--- config.mk ---
export PLATFORM = sky130hd
export DESIGN_NAME = dmem_store_buffer_flat
export DESIGN_NICKNAME = d
export VERILOG_FILES = /design/src/rtl/dmem_store_buffer_if.sv /design/src/rtl/dmem_store_buffer.sv /design/src/flat_wrapper.sv
export SDC_FILE = /design/constraint.sdc
export NUM_CORES = 1
export LEC_CHECK = 0
export CAP_MARGIN = 30
export CELL_PAD_IN_SITES_DETAIL_PLACEMENT = 0
export CELL_PAD_IN_SITES_GLOBAL_PLACEMENT = 1
export CORE_MARGIN = 5
export CORE_UTILIZATION = 35
export DETAILED_ROUTE_END_ITERATION = 8
export GPL_TIMING_DRIVEN = 0
export HOLD_SLACK_MARGIN = 0.12
export PLACE_DENSITY_LB_ADDON = 0.12
export SETUP_SLACK_MARGIN = 0.4
export SLEW_MARGIN = 20
export SYNTH_ARGS = -nofsm -noshare
export SYNTH_HDL_FRONTEND = slang
export SYNTH_SLANG_ARGS = --single-unit
--- constraint.sdc ---
create_clock -name CLK -period 4.3 [get_ports CLK]
set_input_delay 0.43 -clock CLK [delete_from_list [all_inputs] [get_ports CLK]]
set_output_delay 0.43 -clock CLK [all_outputs]
set_load 0.03 [all_outputs]
--- src/rtl/dmem_store_buffer_if.sv ---
// Bundle of core-side store/load signals and dmem-port signals for one store buffer.
// The core/memory side uses master; the buffer uses slave.
interface dmem_store_buffer_if;
    logic        StoreValid;
    logic [31:0] StoreAddr;
    logic [31:0] StoreData;
    logic        StoreReady;
    logic        LoadValid;
    logic [31:0] LoadAddr;
    logic [31:0] LoadData;
    logic        LoadHit;
    logic        LoadStall;
    logic        Empty;
    logic [31:0] MemAddress;
    logic [31:0] MemWriteData;
    logic        MemWriteEnable;
    logic [31:0] MemReadData;

    modport master (
        output StoreValid, StoreAddr, StoreData, LoadValid, LoadAddr, MemReadData,
        input  StoreReady, LoadData, LoadHit, LoadStall, Empty,
               MemAddress, MemWriteData, MemWriteEnable
    );

    modport slave (
        input  StoreValid, StoreAddr, StoreData, LoadValid, LoadAddr, MemReadData,
        output StoreReady, LoadData, LoadHit, LoadStall, Empty,
               MemAddress, MemWriteData, MemWriteEnable
    );
endinterface

--- src/rtl/dmem_store_buffer.sv ---
// In-order store buffer in front of one dmem port: drains when the core is not loading,
// forwards the youngest pending store to loads, and forces a drain after STARVE blocked cycles.
module dmem_store_buffer #(
    parameter int unsigned DEPTH  = 4,
    parameter int unsigned STARVE = 8
) (
    input  logic                 CLK,
    input  logic                 RST,
    dmem_store_buffer_if.slave   bus
);
    localparam int unsigned PW = $clog2(DEPTH);
    localparam int unsigned CW = PW + 1;
    localparam int unsigned SW = $clog2(STARVE + 1);

    logic [PW-1:0] head;
    logic [PW-1:0] tail;
    logic [CW-1:0] count;
    logic [SW-1:0] starve;

    logic [29:0] ent_addr [DEPTH];
    logic [31:0] ent_data [DEPTH];

    logic enq;
    logic drain;
    logic forced;
    logic unused_addr_bits;

    assign unused_addr_bits = ^{bus.StoreAddr[1:0], bus.LoadAddr[1:0]};

    assign bus.StoreReady = (count != CW'(DEPTH));
    assign bus.Empty      = (count == '0);

    assign enq    = bus.StoreValid && bus.StoreReady;
    assign drain  = (count != '0) && (!bus.LoadValid || (starve == SW'(STARVE)));
    assign forced = drain && bus.LoadValid;

    // Memory port mux and oldest-to-youngest forwarding scan; later matches win.
    always_comb begin
        logic [PW-1:0] idx;
        idx                = head;
        bus.MemAddress     = bus.LoadAddr;
        bus.MemWriteData   = '0;
        bus.MemWriteEnable = 1'b0;
        bus.LoadStall      = forced;
        bus.LoadData       = bus.MemReadData;
        bus.LoadHit        = 1'b0;

        if (drain) begin
            bus.MemAddress     = {ent_addr[head], 2'b00};
            bus.MemWriteData   = ent_data[head];
            bus.MemWriteEnable = 1'b1;
        end

        if (bus.LoadValid && !forced) begin
            for (int unsigned i = 0; i < DEPTH; i++) begin
                idx = head + PW'(i);
                if ((CW'(i) < count) && (ent_addr[idx] == bus.LoadAddr[31:2])) begin
                    bus.LoadHit  = 1'b1;
                    bus.LoadData = ent_data[idx];
                end
            end
        end
    end

    // Pointers, occupancy and starvation counter.
    always_ff @(posedge CLK or posedge RST) begin
        if (RST) begin
            head   <= '0;
            tail   <= '0;
            count  <= '0;
            starve <= '0;
        end else begin
            if (enq) begin
                tail <= tail + PW'(1);
            end
            if (drain) begin
                head <= head + PW'(1);
            end
            case ({enq, drain})
                2'b10:   count <= count + CW'(1);
                2'b01:   count <= count - CW'(1);
                default: count <= count;
            endcase
            if (drain || (count == '0)) begin
                starve <= '0;
            end else if (bus.LoadValid && (starve != SW'(STARVE))) begin
                starve <= starve + SW'(1);
            end
        end
    end

    // Entry payloads carry no reset; validity comes from head/count.
    always_ff @(posedge CLK) begin
        if (enq) begin
            ent_addr[tail] <= bus.StoreAddr[31:2];
            ent_data[tail] <= bus.StoreData;
        end
    end
endmodule

--- src/flat_wrapper.sv ---
// flat-port wrapper written by rule: the top's interface ports become plain ports
module dmem_store_buffer_flat 
#(
    parameter int unsigned DEPTH  = 4,
    parameter int unsigned STARVE = 8
)
  (CLK, RST, bus_StoreValid, bus_StoreAddr, bus_StoreData, bus_LoadValid, bus_LoadAddr, bus_MemReadData, bus_StoreReady, bus_LoadData, bus_LoadHit, bus_LoadStall, bus_Empty, bus_MemAddress, bus_MemWriteData, bus_MemWriteEnable);
  dmem_store_buffer_if bus_i ();
  input  logic CLK;
  input  logic RST;
  input wire logic [$bits(bus_i.StoreValid)-1:0] bus_StoreValid;
  input wire logic [$bits(bus_i.StoreAddr)-1:0] bus_StoreAddr;
  input wire logic [$bits(bus_i.StoreData)-1:0] bus_StoreData;
  input wire logic [$bits(bus_i.LoadValid)-1:0] bus_LoadValid;
  input wire logic [$bits(bus_i.LoadAddr)-1:0] bus_LoadAddr;
  input wire logic [$bits(bus_i.MemReadData)-1:0] bus_MemReadData;
  output wire logic [$bits(bus_i.StoreReady)-1:0] bus_StoreReady;
  output wire logic [$bits(bus_i.LoadData)-1:0] bus_LoadData;
  output wire logic [$bits(bus_i.LoadHit)-1:0] bus_LoadHit;
  output wire logic [$bits(bus_i.LoadStall)-1:0] bus_LoadStall;
  output wire logic [$bits(bus_i.Empty)-1:0] bus_Empty;
  output wire logic [$bits(bus_i.MemAddress)-1:0] bus_MemAddress;
  output wire logic [$bits(bus_i.MemWriteData)-1:0] bus_MemWriteData;
  output wire logic [$bits(bus_i.MemWriteEnable)-1:0] bus_MemWriteEnable;
  assign bus_i.StoreValid = bus_StoreValid;
  assign bus_i.StoreAddr = bus_StoreAddr;
  assign bus_i.StoreData = bus_StoreData;
  assign bus_i.LoadValid = bus_LoadValid;
  assign bus_i.LoadAddr = bus_LoadAddr;
  assign bus_i.MemReadData = bus_MemReadData;
  assign bus_StoreReady = bus_i.StoreReady;
  assign bus_LoadData = bus_i.LoadData;
  assign bus_LoadHit = bus_i.LoadHit;
  assign bus_LoadStall = bus_i.LoadStall;
  assign bus_Empty = bus_i.Empty;
  assign bus_MemAddress = bus_i.MemAddress;
  assign bus_MemWriteData = bus_i.MemWriteData;
  assign bus_MemWriteEnable = bus_i.MemWriteEnable;
  dmem_store_buffer #(.DEPTH(DEPTH), .STARVE(STARVE)) u_core (.CLK(CLK), .RST(RST), .bus(bus_i));
endmodule
### Word level (Yosys, flattened, before mapping)

Memory sizes are Yosys's and may differ from the RTL's.
Index checks and enable logic that the tools add are counted.

| storage, ports and cells | value |
|---|---|
| memories kept | 2 |
| output and inout port bits | 101 |
| bits in registers | 11 |
| logic and storage cells | 61 |
| RAM bits | 248 |

Memory list:

| name | depth | bits a word | rd ports | clocked after Yosys merged registers in | write ports | RTL line | RTL |
|---|---|---|---|---|---|---|---|
| u_core.ent_data | 4 | 32 | 4 | 0 | 1 | dmem_store_buffer.sv:21 | `logic [31:0] ent_data [DEPTH];` |
| u_core.ent_addr | 4 | 30 | 4 | 0 | 1 | dmem_store_buffer.sv:20 | `logic [29:0] ent_addr [DEPTH];` |

| operators by class | value |
|---|---|
| add/sub/neg operators | 7 |
| reduce and logical (&&, ||, !) cells | 17 |
| equality and inequality tests | 9 |
| multiplexer cells | 18 |
| order comparisons | 4 |

Operator list:

| kind | number |
|---|---|
| 2-to-1 mux 32 bit | 7 |
| equality test 30 bit | 4 |
| logical AND 1 bit | 9 |
| 2-to-1 mux 1 bit | 8 |
| 2-to-1 mux 4 bit | 2 |
| < comparator 1 x 3 -> 1 bit (first input constant) | 2 |
| < comparator 2 x 3 -> 1 bit (first input constant) | 2 |
| case mux 3 bit (2 select lines) | 1 |
| adder 2 x 1 -> 2 bit (second input constant) | 2 |
| adder 2 bit (second input constant) | 2 |
| adder 4 x 1 -> 4 bit (second input constant) | 1 |
| equality test 4 bit (second input constant) | 1 |
| inequality test 4 bit (second input constant) | 1 |
| nonzero test 2 bit | 2 |
| adder 3 x 1 -> 3 bit (second input constant) | 1 |
| zero test 3 bit | 1 |
| inequality test 3 bit (second input constant) | 1 |
| nonzero test 3 bit | 1 |
| subtractor 3 x 1 -> 3 bit (second input constant) | 1 |
| equality test 2 x 1 -> 1 bit (second input constant) | 1 |
| equality test 2 bit (second input constant) | 1 |
| zero test 1 bit | 2 |
| logical OR 1 bit | 2 |

### Depth between registers and ports, before layout

Gate-level depths: netlist of run 1.
An unclocked memory read counts as a cell.

| depth | value |
|---|---|
| word-level depth | 8 |
| mapped depth | 14 |
| depth with buffers taken out | 10 |

### Least setup slack after synthesis of run 1

Ideal clock, no wire load.

| timing path | value |
|---|---|
| path kind | flip-flop to output port |
| start point | register u_core.head[1] |
| end point | output port bus_LoadData[31] |
| path slack | 443 ps |
| arrival | 3427 ps |
| buffers on the path | 4 |
| data required time | 3870 ps |
| cell stages (with the launch flop) | 13 |
| cells stage by stage | dfrtp_1 buf_6 buf_6 mux2i_2 o22ai_1 a2111oi_2 o2111ai_1 or4_1 clkbuf_1 buf_2 o2111ai_1 a21oi_1 a211oi_1 |

| between the ends | value |
|---|---|
| cells in the longest elaborated chain, start to end | 8 |
| elaborated cells between the ends (all ways) | 18 |
| those cells by class | add/sub: 3; eq/ne: 4; mux: 5; reduce/logical: 4; memory: 2 |

RTL lines:

| element | RTL line | RTL |
|---|---|---|
| start: declaration | dmem_store_buffer.sv:15 | `logic [PW-1:0] head;` |
| start signal: assignment | dmem_store_buffer.sv:77 | `head <= head + PW'(1);` |
| adder 2 x 1 -> 2 bit or memory (4 x 30 bit) (tied branches) | -- |  |
| memory (4 x 30 bit) or equality test 30 bit (tied branches) | -- |  |
| equality test 30 bit or logical AND 1 bit (tied branches) | dmem_store_buffer.sv:57 | `if ((CW'(i) < count) && (ent_addr[idx] == bus.LoadAddr[31:2])) begin` |
| logical AND 1 bit or 2-to-1 mux 32 bit (tied branches) | dmem_store_buffer.sv:57 |  |
| 2-to-1 mux 32 bit (2 in series) | dmem_store_buffer.sv:57 |  |
| 2-to-1 mux 32 bit * | dmem_store_buffer.sv:57 |  |
| 2-to-1 mux 32 bit * | dmem_store_buffer.sv:54 | `if (bus.LoadValid && !forced) begin` |
| end: declaration | flat_wrapper.sv:18 | `output wire logic [$bits(bus_i.LoadData)-1:0] bus_LoadData;` |

Mark *: on every way between the ends. The rest lies on a longest branch, timed or not.

### Worst setup path after layout of run 1

| timing path | value |
|---|---|
| start point | register u_core.head[1] |
| end point | output port bus_LoadData[3] |

The elaborated chain is that of the path after synthesis.

==> results.md, run 1 <==
- Count leader, synth: edfxtp_1
- Unique cell type count in the Yosys netlist: 66
- Pin count of the biggest net entering global routing: 40
- Number of flops mapped to enable cells by yosys: about 250
- Max Cap Viol: 0
- Syn Area/Cell: 10.7 sq um
- R2r worst-path depth: 11
- Worst slack, placed: -1.70 ns
- Placed cells: around 2,600
- Crit path required time: slightly below 4 ns
- Post-synthesis simple-gate area fraction: about an eighth
- Initial DRT Pass Iterations: 5
- Final antenna-violating net count: 0
- Synth cell count leaders: edfxtp_1, mux2i_1, nand2_1, nor2_1, a21oi_1
- CTS buffer count: 31
- Post-synth ARST share: roughly 4.2%
- Crit Path Class: reg2out
- Sequential-to-total area share from yosys stat: around 42%
- Total wire length: between 70 and 80 mm
- #FFs+latches synth: 259
- DRC: 0
- Core outline area: 0.0514 sq mm
- Total Die Area: approximately 0.057 sq mm
- Synth top area cells: edfxtp_1, mux2i_1, mux4_2, mux2_2, xnor2_1
- Share of the synthesized area in the top cell type: around two fifths
- Die X: approximately 240 um
- I/O pin cnt: between 200 and 250
- Slew HR: between 40% and 50%
- Tot Pwr: 0.0173 W
- Layout Cells excl Fill: between 2,000 and 3,000
- Share of cells above drive strength 1: between 30% and 40%
- Tightest Pin Transition: 0.899 ns
- CTS H-tree lvls: 1
- Clock transition at the registers of the reported paths: 0.06 ns
- Port buffer count: 210
- Footprint of the multi-input gates: roughly 0.011 sq mm
- CTS Buffer Depth: 3
- Initial DRC Count: roughly 1,300
- PnR worst setup slack: -0.380 ns
- CP Launch Type: register
- Drt wl/cell: ~30 um
- RSZ-0062 raised after global routing: yes
- Clock root buffer: clkbuf_16
- Synth Warn #: 0
- Area growth, synth to finish: 37.6%
- Final hold vios: 0
- Compound-gate portion of the synthesized area: 13.8%
- Minimum clock period: about 4.7 ns
- TritonCTS clock tree: yes
- Gate Count Post-Synth: 1,698
- Die H: approximately 240 um
- Largest family of logic cells by synthesized area: multiplexers
- Status: finished, violations left
- Initial antenna violation count: 0
- # setup viols final: 33
- Synth Area in XOR/XNOR: under 10%
- Violated checks: setup timing
- Final period util: 109%
- Global route overflow: 0
- Top FF cell, synth: edfxtp_1
- HPWL Detailed: 57.1 mm
- Crit-path max FO: 10
- Syn nets: 1,841
- Setup TNS: -10.36 ns
- Final slew viol count: 0
- All-Layer GR Usage: a little over a quarter
- Initial Utilization: a little over a third
- Via Count: 16,100
- Register Area: 0.00772 sq mm
- Mux cell area share after synthesis: 20.6%
- Number of global-route vias before repair: ~16,000
- Clock Latency Late Sink: 0.58 ns
- Worst hold path type: in2async
- Nets@finish: ~2,200
- Final estimated routing congestion in global placement: 0.948
- Clk sinks: between 200 and 300
- Setup Skew: between 0.01 and 0.015 ns
- Fillers: 4,768
- Lkg Pwr: roughly 9 nW
- Crit end category: primary output
- Vias per cell: 5.91
- Crit path DAT: 4.25 ns
- Hold Buf Count CTS: 0
- FP Rows: 83
- First-pass GRT wire length: between 100 and 150 mm
- Peak VDD IR: ~0.00032 V
- Synth Area in Adders: less than 1%
- Max frequency: ~210 MHz
- Ant diodes: 0
- Post-Syn Area: between 0.015 and 0.02 sq mm
- Synth area leader: edfxtp_1
- Pwr per Cell Area: between 600 and 700 mW/mm^2
-- path summary, 6_finish.rpt --
| path | startpoint | endpoint | slack [ns] |
|---|---|---|---|
| min | RST | u_core.starve[3] | 0.16 |
| max in group asynchronous | RST | u_core.head[1] | 3.79 |
| min reg2reg | u_core.starve[0] | u_core.starve[0] | 0.49 |
| max | u_core.head[1] | bus_LoadData[3] | -0.38 |
| max reg2reg | u_core.count[0] | u_core.count[2] | 1.81 |
| min in group CLK | bus_StoreAddr[10] | u_core.ent_addr[2][8] | 0.47 |
-- registers in the layout, summed over array words and instances, names as in the netlist --
| register | flops |
|---|---|
| u_core.count | 3 |
| u_core.ent_addr | 120 |
| u_core.ent_data | 128 |
| u_core.starve | 4 |
| u_core.tail | 2 |
| u_core.head | 2 |
-- logic make-up (layout without fill, tap and decap cells) --
kind of cell,after synthesis,in the layout
AND/OR/NAND/NOR,440,440
AO/OA/AOI/OAI,356,356
multiplexers,316,316
flip-flops,259,259
buffers and inverters,209,547
XOR/XNOR,107,107
adder cells (fa/ha/maj),11,11
-- layout by cell type (no fill, tap or decap), types with 26 or more instances in the layout --
cell             Yosys  layout
edfxtp_1           248     248
nand2_1            177     176
mux2i_1            203     168
clkdlybuf4s50_1      0     128
nor2_1             105     104
buf_4               10      90
mux2_2              69      69
xnor2_1             76      65
inv_1               57      56
a21oi_1             91      54
o21ai_0             66      44
clkbuf_1            81      40
clkbuf_16            0      39
mux4_2              39      39
a21oi_2              0      36
nor2b_1             35      33
a211oi_1            37      32
clkbuf_2             0      31
a211oi_2            28      28
xor2_1              31      28
nor3_4               0      26
-- per-stage QoR --
stage               utilization, %  hold WS [ns]  cell area (sq um)
floorplan                        -         0.282              18200
global placement              41.1         0.481              21100
detailed placement            41.4         0.481              21300
CTS                           47.2         0.154              24300
global route                  48.7         0.213              25000
finish                        48.7         0.161              25000
-- final cells by class --
cell class	count	share of cell area (%)
flip-flops and latches	259	30.9
multi-input cells	1230	43.5
clock inverters	22	1.02
repair buffers	284	11.4
well taps	680	3.40
plain buffers	152	5.82
clock buffers	32	3.12
inverters	57	0.855
-- where the power goes --
group | switching, W | internal [W]
registers | 0.000318 | 0.00334
logic | 0.00655 | 0.00435
clock network | 0.00110 | 0.00161
-- layer usage --
metal / share of wire (%) / vias to the layer above / track usage, %
met4: 3.0 / 0 / 6.19
met1: 45 / 8079 / 39.5
met3: 9.2 / 121 / 5.85
met5: 0 / - / 0
li1: - / 7024 / -
met2: 42 / 826 / 39.5
-- worst max-delay path: stages (launching register included) --
cell and delay [ns]:
dfrtp_2 0.44, buf_12 0.17, buf_4 0.14, mux2i_1 0.23, a222oi_1 0.47, o2111ai_1 0.17
a211o_1 0.40, or4_4 0.48, clkbuf_16 0.19, buf_12 0.15, o221ai_2 0.17, a311oi_2 0.17
a211oi_4 0.30, buf_6 0.17
-- what timing repair did --
action	4_1_cts	5_1_grt
gates cloned	3	4
endpoints found under the hold margin	0	0
buffers inserted	45	15
endpoints found under the setup margin	98	75
pin swaps	49	35
resized for setup	664	174
Power figures use the tool's default switching activity.
==> inputs of run 2 (changes only) <==
RECOVER_POWER = 50   (was not set)
==> results.md, run 2 (synthesis gave the netlist of run 1 again) <==
- Initial DRC Count: 1,533 (was 1,342)
- TritonCTS clock tree: yes (unchanged)
- Clk sinks: 259 (unchanged)
- Biggest registers after layout: u_core.ent_data: 128 flops, u_core.ent_addr: 120 flops, u_core.starve: 4 flops (unchanged)
- Clock root buffer: clkbuf_16 (unchanged)
- Peak VDD IR: 0.000319 V (about the same)
- Slew HR: -16.1% (was 40.1%)
- Pin count of the biggest net entering global routing: 40 (unchanged)
- Hold Slack: 0.297 ns (was 0.161 ns)
- Crit path DAT: 4.30 ns (was 4.25 ns)
- HPWL Detailed: 57.1 mm (unchanged)
- Footprint of the multi-input gates: 0.0109 sq mm (about the same)
- I/O pin cnt: 233 (unchanged)
- CTS Buffer Depth: 3 (unchanged)
- Setup Skew: 0.00989 ns (was 0.0102 ns)
- PnR worst setup slack: -0.430 ns (was -0.380 ns)
- Initial DRT Pass Iterations: 6 (was 5)
- Global route overflow: 0 (unchanged)
- Total Die Area: 0.0566 sq mm (unchanged)
- Crit Path Class: reg2out (unchanged)
- Final hold vios: 0 (unchanged)
- CTS buffer count: 31 (unchanged)
- Clock transition at the registers of the reported paths: 0.06 ns (about the same)
- # setup viols final: 33 (unchanged)
- First-pass GRT wire length: 112 mm (unchanged)
- Placement Cell Area: 0.0213 sq mm (unchanged)
- Port buffer count: 210 (unchanged)
- Worst hold path type: in2async (unchanged)
- Tightest Pin Transition: 1.74 ns (was 0.899 ns)
- Max Cap Viol: 2 (was 0)
- Reg2reg end: u_core.ent_data[0][25] (was u_core.count[2])
- Die X: 238 um (unchanged)
- Initial Utilization: 35.4% (unchanged)
- Nets@finish: 2,158 (unchanged)
- Max reg flops: 128 (unchanged)
- Drt wl/cell: 29.3 um (about the same)
- Fillers: 4,770 (was 4,768)
- All-Layer GR Usage: 26.5% (unchanged)
- Minimum clock period: 4.73 ns (was 4.68 ns)
- R2r setup slk: 1.26 ns (was 1.81 ns)
- Violated checks: capacitance limit, slew limit, setup timing (was setup timing)
- Max frequency: 211 MHz (was 214 MHz)
- CP Launch Type: register (unchanged)
- Worst R2R Start: u_core.count[0] (unchanged)
- Crit end category: primary output (unchanged)
- Via Count: 16,100 (about the same)
- FP Rows: 83 (unchanged)
- Area growth, synth to finish: 37.5% (was 37.6%)
- R2r worst-path depth: 5 (was 11)
- Clock Latency Late Sink: 0.58 ns (about the same)
- Share of cells above drive strength 1: 31.4% (was 31.5%)
- Initial antenna violation count: 1 (was 0)
- Final antenna-violating net count: 0 (unchanged)
- Final slew viol count: 49 (was 0)
- Lkg Pwr: 9.06 nW (was 9.04 nW)
- Most frequent cells in the layout: edfxtp_1, nand2_1, mux2i_1 (unchanged)
- Hold Buf Count CTS: 0 (unchanged)
- Worst slack, placed: -1.70 ns (unchanged)
- Cell area after layout: 0.0250 sq mm (about the same)
- Number of global-route vias before repair: 15,800 (unchanged)
- Commonest non-fill, non-tap cell in the layout: edfxtp_1 (unchanged)
- DRC: 0 (unchanged)
- Pwr per Cell Area: 690 mW/mm^2 (about the same)
- Tot Pwr: 0.0173 W (about the same)
- Die H: 238 um (unchanged)
- Top reg by flops: u_core.ent_data (unchanged)
- Vias per cell: 5.94 (was 5.91)
- Core outline area: 0.0514 sq mm (unchanged)
- Crit path required time: 3.87 ns (about the same)
- Register Area: 0.00772 sq mm (unchanged)
- Total wire length: 79.6 mm (was 79.5 mm)
- CTS H-tree lvls: 1 (unchanged)
- Final estimated routing congestion in global placement: 0.948 (unchanged)
- Crit-path max FO: 10 (unchanged)
- RSZ-0062 raised after global routing: yes (unchanged)
- Status: finished, violations left (unchanged)
- Final period util: 110% (was 109%)
[run 2: worst max-delay path by stage]
| stage | startpoint | slack, ns | to |
|---|---|---|---|
| 2_1_floorplan | u_core.head[1] | 0.44 | bus_LoadData[31] |
| 3_3_place_gp | bus_LoadAddr[13] | -1.66 | bus_LoadData[31] |
| 3_5_place_dp | bus_LoadAddr[13] | -1.70 | bus_LoadData[31] |
| 4_1_cts | u_core.head[1] | -0.38 | bus_LoadData[3] |
| 5_1_grt | u_core.head[1] | -0.46 | bus_LoadData[3] |
| 6_report | u_core.head[1] | -0.43 | bus_LoadData[3] |
[run 2: worst max-delay path: stages, from the launching register on]
cell and delay, ns:
dfrtp_2 0.44, buf_12 0.17, buf_4 0.14, mux2i_1 0.23
a222oi_1 0.50, o2111ai_1 0.19, a211o_1 0.40, or4_4 0.48
clkbuf_16 0.19, buf_12 0.15, o221ai_2 0.17, a311oi_2 0.17
a211oi_4 0.30, buf_6 0.17
[run 2: final cells by class]
| class | count | area share, % |
|---|---|---|
| antenna | 1 | 0.0100 |
| tap | 680 | 3.40 |
| clock inverter | 22 | 1.02 |
| multi-input combinational | 1230 | 43.5 |
| clock buffer | 32 | 3.12 |
| timing repair buffer | 284 | 11.4 |
| sequential | 259 | 30.9 |
| inverter | 57 | 0.856 |
| buffer | 152 | 5.82 |
[run 2: stage by stage]
step / cells / TNS [ns] / util, %
final: 2717 / -10.70 / 48.6
after global routing: 2716 / -12.78 / 48.6
after CTS: 2697 / -10.47 / 47.2
after detailed placement: 2595 / -77.83 / 41.4
after global placement: 2588 / -150.23 / 41.1
after floorplan: 1698 / 0 / -
[run 2: report_power, final]
part	switching [W]	internal [W]
clock	0.00110	0.00161
sequential	0.000319	0.00334
combinational	0.00655	0.00434
total	0.00797	0.00929
[run 2: metal layers]
layer / GRT usage, % / vias up / routed length (um)
met1: 39.5 / 8137 / 36000
met5: 0 / - / 0
li1: - / 7014 / -
met3: 5.85 / 127 / 7440
met4: 6.19 / 0 / 2380
met2: 39.5 / 855 / 33800
[run 2: what timing repair did]
| action | CTS | global route |
|---|---|---|
| hold endpoints to repair | 0 | 0 |
| pin swaps | 49 | 35 |
| resized for setup | 664 | 174 |
| cloned | 3 | 4 |
| setup buffers | 45 | 15 |
| endpoints found under the setup margin | 98 | 75 |
